<file path="src/rtl/ula_mc.sv">
// ula_mc: small multi-cycle ALU.
//   Single-cycle ops (AND/OR/XOR/NOT/ADD/SUB/SHL/SHR, illegal) finish on the
//   accepting edge. MUL (shift-add) and DIVU (restoring) each iterate for BITS
//   cycles in CALC.
// Ports:
//   clk_in, rst_in (async, active-high)
//   start_in/op_in/a_in/b_in : request, sampled on rising edge in IDLE/DONE
//   busy_out                 : iterative op in progress
//   done_out                 : one-cycle result-valid pulse
//   result_out/result2_out   : primary result / MUL high half or DIV remainder
//   zero_out/carry_out/illegal_out : status, held until the next done_out
module ula_mc #(
  parameter int unsigned BITS = 8,
  parameter int unsigned OP   = 8
) (
  input  logic            clk_in,
  input  logic            rst_in,
  input  logic            start_in,
  input  logic [OP-1:0]   op_in,
  input  logic [BITS-1:0] a_in,
  input  logic [BITS-1:0] b_in,
  output logic            busy_out,
  output logic            done_out,
  output logic [BITS-1:0] result_out,
  output logic [BITS-1:0] result2_out,
  output logic            zero_out,
  output logic            carry_out,
  output logic            illegal_out
);

  localparam int unsigned SW = $clog2(BITS);
  localparam int unsigned CW = $clog2(BITS);

  localparam logic [OP-1:0] OP_AND = OP'(0);
  localparam logic [OP-1:0] OP_OR  = OP'(1);
  localparam logic [OP-1:0] OP_XOR = OP'(2);
  localparam logic [OP-1:0] OP_NOT = OP'(3);
  localparam logic [OP-1:0] OP_ADD = OP'(4);
  localparam logic [OP-1:0] OP_SUB = OP'(5);
  localparam logic [OP-1:0] OP_SHL = OP'(6);
  localparam logic [OP-1:0] OP_SHR = OP'(7);
  localparam logic [OP-1:0] OP_MUL = OP'(8);
  localparam logic [OP-1:0] OP_DIV = OP'(9);

  typedef enum logic [1:0] {IDLE, CALC, DONE} state_t;

  state_t          state_q, state_d;
  logic [BITS-1:0] hi_q, hi_d;     // MUL high partial product / DIV remainder
  logic [BITS-1:0] lo_q, lo_d;     // MUL multiplier->low product / DIV dividend->quotient
  logic [BITS-1:0] m_q, m_d;       // MUL multiplicand / DIV divisor
  logic            div_q, div_d;
  logic [CW-1:0]   cnt_q, cnt_d;
  logic [BITS-1:0] res_q, res_d;
  logic [BITS-1:0] res2_q, res2_d;
  logic            zero_q, zero_d;
  logic            carry_q, carry_d;
  logic            ill_q, ill_d;

  logic [BITS:0]   add_w, sub_w;
  logic [BITS-1:0] alu_r;
  logic            alu_c, alu_ill, is_iter;
  logic [BITS:0]   mul_sum, div_sh, div_tr;
  logic [BITS-1:0] step_hi, step_lo;

  // Single-cycle datapath works straight off the request inputs.
  always_comb begin
    add_w   = {1'b0, a_in} + {1'b0, b_in};
    sub_w   = {1'b0, a_in} - {1'b0, b_in};
    alu_r   = '0;
    alu_c   = 1'b0;
    alu_ill = 1'b0;
    is_iter = 1'b0;
    case (op_in)
      OP_AND: alu_r = a_in & b_in;
      OP_OR:  alu_r = a_in | b_in;
      OP_XOR: alu_r = a_in ^ b_in;
      OP_NOT: alu_r = ~a_in;
      OP_ADD: begin alu_r = add_w[BITS-1:0]; alu_c = add_w[BITS]; end
      OP_SUB: begin alu_r = sub_w[BITS-1:0]; alu_c = sub_w[BITS]; end
      OP_SHL: alu_r = a_in << b_in[SW-1:0];
      OP_SHR: alu_r = a_in >> b_in[SW-1:0];
      OP_MUL, OP_DIV: is_iter = 1'b1;
      default: alu_ill = 1'b1;
    endcase
  end

  // One iteration step. MUL and DIV share the {hi,lo} pair so that at the end
  // lo holds result_out and hi holds result2_out for both.
  always_comb begin
    mul_sum = {1'b0, hi_q} + (lo_q[0] ? {1'b0, m_q} : '0);
    div_sh  = {hi_q, lo_q[BITS-1]};
    div_tr  = div_sh - {1'b0, m_q};
    if (div_q) begin
      // Bit BITS of the trial difference is the borrow: restore on borrow.
      if (!div_tr[BITS]) begin
        step_hi = div_tr[BITS-1:0];
        step_lo = {lo_q[BITS-2:0], 1'b1};
      end else begin
        step_hi = div_sh[BITS-1:0];
        step_lo = {lo_q[BITS-2:0], 1'b0};
      end
    end else begin
      step_hi = mul_sum[BITS:1];
      step_lo = {mul_sum[0], lo_q[BITS-1:1]};
    end
  end

  always_comb begin
    state_d = state_q;
    hi_d    = hi_q;
    lo_d    = lo_q;
    m_d     = m_q;
    div_d   = div_q;
    cnt_d   = cnt_q;
    res_d   = res_q;
    res2_d  = res2_q;
    zero_d  = zero_q;
    carry_d = carry_q;
    ill_d   = ill_q;
    case (state_q)
      CALC: begin
        hi_d  = step_hi;
        lo_d  = step_lo;
        cnt_d = cnt_q + CW'(1);
        if (cnt_q == CW'(BITS - 1)) begin
          state_d = DONE;
          res_d   = step_lo;
          res2_d  = step_hi;
          zero_d  = (step_lo == '0);
          carry_d = 1'b0;
          ill_d   = 1'b0;
        end
      end
      default: begin
        if (state_q == DONE) state_d = IDLE;
        if (start_in) begin
          if (is_iter) begin
            state_d = CALC;
            div_d   = (op_in == OP_DIV);
            hi_d    = '0;
            lo_d    = (op_in == OP_DIV) ? a_in : b_in;
            m_d     = (op_in == OP_DIV) ? b_in : a_in;
            cnt_d   = '0;
          end else begin
            state_d = DONE;
            res_d   = alu_r;
            res2_d  = '0;
            zero_d  = (alu_r == '0);
            carry_d = alu_c;
            ill_d   = alu_ill;
          end
        end
      end
    endcase
  end

  always_ff @(posedge clk_in or posedge rst_in) begin
    if (rst_in) begin
      state_q <= IDLE;
      hi_q    <= '0;
      lo_q    <= '0;
      m_q     <= '0;
      div_q   <= 1'b0;
      cnt_q   <= '0;
      res_q   <= '0;
      res2_q  <= '0;
      zero_q  <= 1'b1;
      carry_q <= 1'b0;
      ill_q   <= 1'b0;
    end else begin
      state_q <= state_d;
      hi_q    <= hi_d;
      lo_q    <= lo_d;
      m_q     <= m_d;
      div_q   <= div_d;
      cnt_q   <= cnt_d;
      res_q   <= res_d;
      res2_q  <= res2_d;
      zero_q  <= zero_d;
      carry_q <= carry_d;
      ill_q   <= ill_d;
    end
  end

  assign busy_out    = (state_q == CALC);
  assign done_out    = (state_q == DONE);
  assign result_out  = res_q;
  assign result2_out = res2_q;
  assign zero_out    = zero_q;
  assign carry_out   = carry_q;
  assign illegal_out = ill_q;

endmodule
</file>
<file path="config.mk">
export PLATFORM = sky130hd
export DESIGN_NAME = ula_mc
export DESIGN_NICKNAME = d
export VERILOG_FILES = /design/src/rtl/ula_mc.sv
export SDC_FILE = /design/constraint.sdc
export NUM_CORES = 1
export LEC_CHECK = 0
export ABC_AREA = 0
export ABC_CLOCK_PERIOD_IN_PS = 2900
export CAP_MARGIN = 5
export CORE_MARGIN = 2
export CORE_UTILIZATION = 42
export DETAILED_ROUTE_END_ITERATION = 10
export GPL_ROUTABILITY_DRIVEN = 0
export PLACE_DENSITY_LB_ADDON = 0.3
export SLEW_MARGIN = 20
export SYNTH_ARGS = -nofsm -noshare
export SYNTH_HDL_FRONTEND = slang
export SYNTH_SLANG_ARGS = --single-unit
</file>
<file path="constraint.sdc">
create_clock -name clk_in -period 2.9 [get_ports clk_in]
set_input_delay 0.58 -clock clk_in [delete_from_list [all_inputs] [get_ports clk_in]]
set_output_delay 0.58 -clock clk_in [all_outputs]
set_load 0.02 [all_outputs]
</file>
# == Word level (Yosys, flattened, before mapping) ==
# Index checks and enable logic that the tools add are counted.
# totals
ff_bits,49
# op_classes
n_addsub,5
n_eq_ne,14
shift,2
muxes,44
bitwise,5
n_reduce_logical,12
# op_table
cell,n
$mux W8,20
$pmux W8 S8,1
$eq A8 B3 Y1 const B,4
$logic_not A8 Y1,3
$add A8 B8 Y9,2
$eq A8 B2 Y1 const B,2
$eq A8 B4 Y1 const B,2
$mux W1,14
$mux W2,5
$reduce_or A10 Y1,1
$mux W3,3
$sub A8 B8 Y9,1
$sub A9 B8 Y9,1
$and A8 B8 Y8,1
$eq A8 B1 Y1 const B,1
$not A8 Y8,1
$or A8 B8 Y8,1
$shl A8 B3 Y8,1
$shr A8 B3 Y8,1
$xor A8 B8 Y8,1
$reduce_and A3 Y1,2
$reduce_and A2 Y1,2
$reduce_bool A2 Y1,2
$add A3 B1 Y3 const B,1
9 further kinds,9

# == Logic depth before layout (Yosys ltp) ==
# Gate-level depths: netlist of the first run.
# depth
depth_word,6
ltp_mapped,12
ltp_nobuf,11

# == Worst setup path after synthesis of the first run ==
# Ideal clock, no wire load.
# synth_timing
path_type,input to register
start,input port b_in[2]
end,register zero_q (netlist: zero_out)
setup_time_ps,72
arrival_ps,2690
setup_slack_ps,138
cell_stages,10
cell_sequence,inv_1 clkbuf_1 ha_1 buf_2 mux4_2 o211ai_1 o2111ai_1 nor4_1 nand4_1 o21ai_1
# synth_between
elab_chain_cells,6
# synth_rtl
item,line_no,source
start: declaration,21,"input logic [BITS-1:0] b_in,"
"$sub A8 B8 Y9, or another cell as far along",68,"sub_w = {1'b0, a_in} - {1'b0, b_in};"
$pmux W8 S8 (*),73,case (op_in)
$logic_not A8 Y1 (*),148,zero_d = (alu_r == '0);
$mux W1 (*),137,if (is_iter) begin
$mux W1 (*),136,if (start_in) begin
$mux W1 (*),120,case (state_q)
end signal: assignment,179,zero_q <= zero_d;
end: declaration,55,"logic zero_q, zero_d;"
# Every way passes the cells marked *; elsewhere a longest branch is shown, timed or not. The select of a mux whose other input is x is not followed.
# A chain may end at the register's enable or synchronous reset.

# == Final worst setup path of the first run ==
# layout_timing
start,input port a_in[2]
end,register zero_q (netlist: zero_out)
# layout_between
elab_chain_cells,6
# layout_rtl
item,line_no,source
start: declaration,20,"input logic [BITS-1:0] a_in,"
"$sub A8 B8 Y9, or another cell as far along",68,
$pmux W8 S8 (*),73,
$logic_not A8 Y1 (*),148,
$mux W1 (*),137,
$mux W1 (*),136,
$mux W1 (*),120,
# Marked as above.

==> results of run 1 <==
area by class of cell:
type                    count  area, µm²
inverters                  46        173
flip-flops and latches     49       1230
multi-input cells         455       3510
well taps                 143        179
clock inverters             3       46.3
clock buffers               5        125
fillers                  1040       4910
repair buffers            145       1250
synth_stat cells (3+ instances only):
| cell | count | share of area (%) |
|---|---|---|
| nand2_1 | 61 | 4.7 |
| dfrtp_1 | 48 | 25 |
| a21oi_1 | 45 | 4.6 |
| inv_1 | 44 | 3.4 |
| ha_1 | 43 | 11 |
| nor2_1 | 43 | 3.3 |
| o21ai_0 | 35 | 3.6 |
| mux2i_1 | 22 | 4.5 |
| clkbuf_1 | 17 | 1.3 |
| nor3_1 | 14 | 1.4 |
| and2_1 | 13 | 1.7 |
| buf_2 | 13 | 1.3 |
| o211ai_1 | 13 | 2.0 |
| mux4_2 | 12 | 5.5 |
| nand3_1 | 11 | 1.1 |
| xnor2_1 | 10 | 1.8 |
| a21o_1 | 9 | 1.4 |
| a22o_1 | 7 | 1.3 |
| nor4_1 | 7 | 0.89 |
| a211oi_1 | 6 | 0.92 |
| nand2b_1 | 6 | 0.77 |
| and3_1 | 5 | 0.64 |
| nor2b_1 | 5 | 0.64 |
| o21a_1 | 5 | 0.77 |
| a211o_1 | 4 | 0.72 |
| a221oi_1 | 4 | 0.72 |
| a31oi_1 | 4 | 0.51 |
| fa_1 | 4 | 1.6 |
| mux2_2 | 4 | 0.92 |
| o31a_1 | 4 | 0.72 |
| o31ai_1 | 4 | 0.61 |
| xor2_1 | 4 | 0.72 |
| a21oi_2 | 3 | 0.54 |
| a22oi_1 | 3 | 0.46 |
| nand4_1 | 3 | 0.38 |
| o221ai_1 | 3 | 0.54 |
stage by stage:
| step | setup TNS, ns | setup slack, ns | util (%) | cells | hold WS [ns] |
|---|---|---|---|---|---|
| after floorplan | 0 | 0.138 | - | 583 | 0.451 |
| after global placement | -2.00 | -0.368 | 53.8 | 834 | 0.470 |
| after detailed placement | -2.25 | -0.348 | 53.8 | 834 | 0.476 |
| after CTS | 0 | 0.0131 | 55.5 | 843 | 0.490 |
| after global routing | -0.0766 | -0.0270 | 57.0 | 846 | 0.519 |
| final | 0 | 0.0897 | 57.0 | 846 | 0.488 |
logic make-up after synthesis:
| logic type | after synthesis | share of synthesized area [%] |
|---|---|---|
| multiplexers | 38 | 10.9 |
| buffers and inverters | 79 | 6.55 |
| AO/OA/AOI/OAI | 174 | 23.9 |
| adder cells (fa/ha/maj) | 47 | 12.6 |
| AND/OR/NAND/NOR | 182 | 18.4 |
| flip-flops | 49 | 25.1 |
| XOR/XNOR | 14 | 2.51 |
what timing repair did:
action                                  4_1_cts  5_1_grt
endpoints found under the setup margin       11       23
setup buffers                                 1        3
cloned                                        0        0
pin swaps                                     1       13
gates resized for setup                       4       32
hold buffers                                  0        0
registers in the layout (all words and copies together), names as in the netlist:
name and cells:
hi_q 8, state_q 2, result2_out 8, result_out 8, illegal_out 1, lo_q 8, m_q 8, carry_out 1
zero_out 1, cnt_q 3, div_q 1
worst max-delay path by stage:
stage	from	to	slack [ns]	depth (start not counted)
global route	lo_q[7]	result2_out[4]	-0.03	12
detailed placement	b_in[1]	zero_out	-0.35	10
CTS	a_in[0]	result_out[6]	0.01	11
floorplan	b_in[2]	zero_out	0.14	10
finish	a_in[2]	zero_out	0.09	9
global placement	b_in[1]	zero_out	-0.37	10
routing by layer:
metal  wire (µm)  vias up
li1            -     2358
met1        6710     2443
met2        7770      205
met3         896       39
met4         511        0
met5           0        -
power groups by stage:
stage                     registers (W)  logic [W]  clock network (W)
after CTS                      0.000910    0.00142           0.000680
final                          0.000918    0.00160           0.000673
after floorplan                0.000897   0.000905                  0
after global routing           0.000931    0.00174           0.000711
after detailed placement       0.000920    0.00139                  0
after global placement         0.000918    0.00134                  0
worst max-delay path, cell delays in order:
cell             delay, ns
clkdlybuf4s50_1       0.47
inv_1                 0.06
ha_1                  0.37
mux4_2                0.48
o211ai_1              0.24
o2111ai_2             0.22
nor4_2                0.31
nand4_1               0.15
o21ai_2               0.15
==> impl_metrics.yaml, run 1 <==
outcome:
  outcome: "completed"
final_layout:
  drive_gt1_share_pct: 24.3
  postLayoutCellArea_um2: 6510
  syn2layout_area_growth_pct: 33.0
  antennaDiodeCount: 0
  nNetsFinal: 776
  final_cell_mix: "buf_4 (93), nand2_1 (61), dfrtp_1 (48)"
  final_common_cell: "buf_4"
critical_path:
  rr_worst_depth: 12
  cp-end-kind: "register"
  critPathArrivalTime_ns: 3.04
  path_class: "in -> reg"
  required_ns: 3.13
  cp-start-kind: "input port"
  critPathMaxFanout: 5
  reg2reg_slack_ns: 0.12
  r2r_end: "result2_out[6]"
  worstReg2RegStart: "lo_q[7]"
routing:
  routed_wl_mm: 15.9
  initialDrtViolationCount: 482
  drcViolationCount: 0
  wl_per_cell_um: 18.8
  postRouteAntennaNets: 0
  vias: 5045
  detail_route.first_pass.iterations: 6
  via_per_inst: 5.96
floorplanning:
  core_um2: 11400
  start_util_pct: 42.9
  die_height_um: 112
  row_count: 39
  die_area_um2: 12500
  io_pins: 48
  dieWidth_um: 112
place:
  hpwl_mm: 12.5
  postPlaceCellArea_um2: 6140
  port_buffers: 47
yosys:
  syn_area_um2: 4890
  yosysSeqAreaShare_pct: 25.1
  synth_edf_count: 0
  synth_nets: 657
  synthesis.instances: 583
  yosys_warnings: 0
  ys_types: 71
  ys.flop_type: "dfrtp_1"
  synth.avg_cell_area_um2: 8.39
  yosys_register_bits: 49
  async_flop_share_pct: 100
cts:
  clkLatencyLatePin_ns: 0.29
  cts.clk_slew.worst_paths_ns: 0.07
  root_buffer: "clkbuf_16"
  cts_tree: "yes"
  clock-sinks: 49
  cts_made_buffers: 5
  htreeDepth: 2
  clockBufferDepth: 2
timing:
  setup_viol: 0
  worst_slew_pin_slew_ns: 0.721
  max-slew-margin-rel_pct: 51.9
  max_freq_ghz: 0.356
  rsz0062_at_grt: "yes"
  hold_violations: 0
  finalCriticalPeriod_ns: 2.81
  drv_slew: 0
  layout_worst_path_cycle_share_pct: 96.9
  finalClockSkew_ns: 0.00566
power:
  power.internal_w: 0.00199
  total_power_w: 0.00319
  seq_power_share_pct: 28.7
  clockPowerShare_pct: 21.1
  leakagePower_nw: 2.96
  powerDensity_nw_per_um2: 491
  power.switching_w: 0.00120
  swShare_pct: 37.7
  power_frac_comb_pct: 50.2
  ir_drop_mv: 0.502
run:
  drv_cap: 0
worst_hold_path:
  whs_path_depth: 2
  min_path_type: "reg -> reg"
  hold_end: "result2_out[2]"
  hp-start: "result2_out[2]"
grt:
  grt_pass1_wl_mm: 26.0
  grt_max_degree: 29
  use_met3_pct: 2.23
  antenna_found_initial: 0
  grt_use_total_pct: 25.4
  overflow: 0
  grt_pass1_vias: 5014
  grtUsageMet1_pct: 33.5
  gr-usage-met2_pct: 43.8
  busiest_layer: "met2"
Power figures use the tool's default switching activity.
==> run 2, diff against run 1 <==
--- a/config.mk
+++ b/config.mk
@@ -8,6 +8,8 @@
 export ABC_AREA = 0
 export ABC_CLOCK_PERIOD_IN_PS = 2900
 export CAP_MARGIN = 5
+export CELL_PAD_IN_SITES_DETAIL_PLACEMENT = 0
+export CELL_PAD_IN_SITES_GLOBAL_PLACEMENT = 1
 export CORE_MARGIN = 2
 export CORE_UTILIZATION = 42
 export DETAILED_ROUTE_END_ITERATION = 10
==> constraint.sdc (replaced) <==
create_clock -name clk_in -period 2.9 [get_ports clk_in]
set_input_delay 0.87 -clock clk_in [delete_from_list [all_inputs] [get_ports clk_in]]
set_output_delay 0.87 -clock clk_in [all_outputs]
set_load 0.02 [all_outputs]
==> run 2 against run 1 <==
Net effect: sequential power shrank 0.9%; clock power down 11%; sequential share of layout area fell by 1.4 points; clock-buffer cell count up 2; via count is 3.7% higher; clock skew is 0.00055 ns lower; critical endpoint is now result_out[7]; largest cell class unchanged.
==> impl_metrics.yaml, run 2 (same netlist as run 1, synthesis figures left out) <==
outcome:
  outcome: "completed"
final_layout:
  syn2layout_area_growth_pct: 43.6
  antennaDiodeCount: 0
  final_common_cell: "buf_4"
  fin_util_pct: 61.5
  drive_gt1_share_pct: 31.9
  final_cell_mix: "buf_4 (138), nand2_1 (61), dfrtp_1 (48)"
  nNetsFinal: 826
power:
  ir_drop_mv: 0.481
  leakagePower_nw: 3.28
  power_frac_comb_pct: 52.3
  power.switching_w: 0.00121
  powerDensity_nw_per_um2: 451
  seq_power_share_pct: 28.7
  power.internal_w: 0.00196
  clockPowerShare_pct: 19.0
  swShare_pct: 38.1
routing:
  vias: 5234
  drcViolationCount: 0
  wl_per_cell_um: 19.0
  via_per_inst: 5.84
  initialDrtViolationCount: 417
  routed_wl_mm: 17.0
  postRouteAntennaNets: 0
  detail_route.first_pass.iterations: 5
critical_path:
  critical_path.top_delay_family: "buffers and inverters"
  cp-start-kind: "input port"
  cp_slowest_stage_delay_ns: 0.59
  crit_slowest_cell: "clkdlybuf4s50_1"
  path_cells: "clkdlybuf4s50_1 > buf_6 > ha_1 > inv_1 > a21oi_2 > a2bb2oi_2 > mux2i_1 > nor4_2 > buf_4 > nand2_1 > a22o_1"
  rr_worst_depth: 12
  r2r_end: "hi_q[6]"
  required_ns: 3.08
  cp-endpoint: "result_out[7]"
  path_class: "in -> reg"
  reg2reg_slack_ns: 0.05
  cp-end-kind: "register"
  critPathMaxFanout: 8
  critPathArrivalTime_ns: 3.05
  cp.depth: 11
  crit_start: "a_in[5]"
  worst-path-buf-inv: 4
  worstReg2RegStart: "lo_q[7]"
cts:
  cts.clk_slew.worst_paths_ns: 0.07
  clkLatencyLatePin_ns: 0.29
  clockBufferDepth: 2
  cts_made_buffers: 5
  htreeDepth: 2
  clock-sinks: 49
  root_buffer: "clkbuf_16"
  cts_tree: "yes"
timing:
  finalClockSkew_ns: 0.00511
  worst_slew_pin_slew_ns: 0.669
  drv_slew: 0
  hold_violations: 0
  max-slew-margin-rel_pct: 55.4
  layout_worst_path_cycle_share_pct: 98.8
  max_freq_ghz: 0.349
  finalCriticalPeriod_ns: 2.87
  setup_viol: 0
  rsz0062_at_grt: "yes"
  whs_ns: 0.484
floorplanning:
  die_area_um2: 12500
  dieWidth_um: 112
  core_um2: 11400
  die_height_um: 112
  start_util_pct: 42.9
  io_pins: 48
  row_count: 39
worst_hold_path:
  min_path_type: "reg -> reg"
grt:
  antenna_found_initial: 0
  overflow: 0
  grt_use_total_pct: 26.7
  grt_max_degree: 50
  grt_pass1_wl_mm: 27.0
  grt_pass1_vias: 5272
place:
  port_buffers: 47
  hpwl_mm: 13.0
run:
  drv_cap: 0
==> run 2: changes by cell type in the layout (fill, tap and decap cells not counted), sizes merged <==
cell           previous run  this run
buf                      98       148
clkdlybuf4s50            47        34
dlymetal6s2s              0         7
dlygate4sd2               0         6
clkbuf                    5         7
bufinv                    1         0
inv                      46        45
==> run 2: area by class of cell <==
cell class / count / area [µm²]
Fill cell: 988 / 4390
Tap cell: 143 / 179
Sequential cell: 49 / 1230
Clock inverter: 1 / 7.51
Clock buffer: 7 / 143
Timing Repair Buffer: 195 / 1660
Inverter: 46 / 174
Multi-Input combinational cell: 455 / 3640
==> run 2: per-layer routing <==
| metal | vias to the layer above | wire (µm) | GRT usage (%) |
|---|---|---|---|
| li1 | 2453 | - | - |
| met1 | 2515 | 6970 | 33.2 |
| met2 | 215 | 8140 | 46.1 |
| met3 | 51 | 1040 | 3.27 |
| met4 | 0 | 830 | 12.8 |
| met5 | - | 0 | 0 |
==> run 2: how the worst min path moves through the flow <==
stage | slack (ns) | to | cells after the start | start
after global routing | 0.52 | result2_out[4] | 1 | result2_out[4]
after global placement | 0.47 | result2_out[2] | 2 | result2_out[2]
after detailed placement | 0.47 | result2_out[2] | 2 | result2_out[2]
after floorplan | 0.45 | state_q[1] | 1 | state_q[1]
final | 0.48 | result2_out[2] | 2 | result2_out[2]
after CTS | 0.49 | result2_out[2] | 2 | result2_out[2]
==> run 2: repair_timing <==
action,in CTS,in global routing
buffers inserted,3,6
pin swaps,18,20
resized for setup,46,40
hold buffers,0,0
endpoints found under the setup margin,23,23
==> run 2: tightest hold or removal path: cells and delay by family, from the launching register on <==
kind	cells	cell delay (ns)
flip-flops	1	0.34
AO/OA/AOI/OAI	1	0.06
AND/OR/NAND/NOR	1	0.04
==> run 2: power groups by stage <==
stage | registers, W | clock network, W | logic, W
6_report | 0.000910 | 0.000602 | 0.00166
4_1_cts | 0.000903 | 0.000614 | 0.00154
3_3_place_gp | 0.000913 | 0 | 0.00143
2_1_floorplan | 0.000897 | 0 | 0.000906
5_1_grt | 0.000926 | 0.000638 | 0.00180
3_5_place_dp | 0.000914 | 0 | 0.00148
==> run 2: per-stage QoR <==
| step | total power, W | instances | setup slack (ns) | TNS, ns | instance area (µm²) |
|---|---|---|---|---|---|
| after floorplan | 0.00180 | 583 | 0.00421 | 0 | 4900 |
| after global placement | 0.00235 | 879 | -0.669 | -6.82 | 6460 |
| after detailed placement | 0.00240 | 879 | -0.669 | -7.91 | 6460 |
| after CTS | 0.00306 | 890 | -0.0270 | -0.0270 | 6810 |
| after global routing | 0.00337 | 896 | -0.0328 | -0.143 | 7030 |
| final | 0.00317 | 896 | 0.0339 | 0 | 7030 |
==> run 3, diff against run 2 <==
--- a/config.mk
+++ b/config.mk
@@ -6,7 +6,6 @@
 export NUM_CORES = 1
 export LEC_CHECK = 0
 export ABC_AREA = 0
-export ABC_CLOCK_PERIOD_IN_PS = 2900
 export CAP_MARGIN = 5
 export CELL_PAD_IN_SITES_DETAIL_PLACEMENT = 0
 export CELL_PAD_IN_SITES_GLOBAL_PLACEMENT = 1
==> results of run 3 <==
The final DEF is identical to that of run 2; final timing and power are the same.
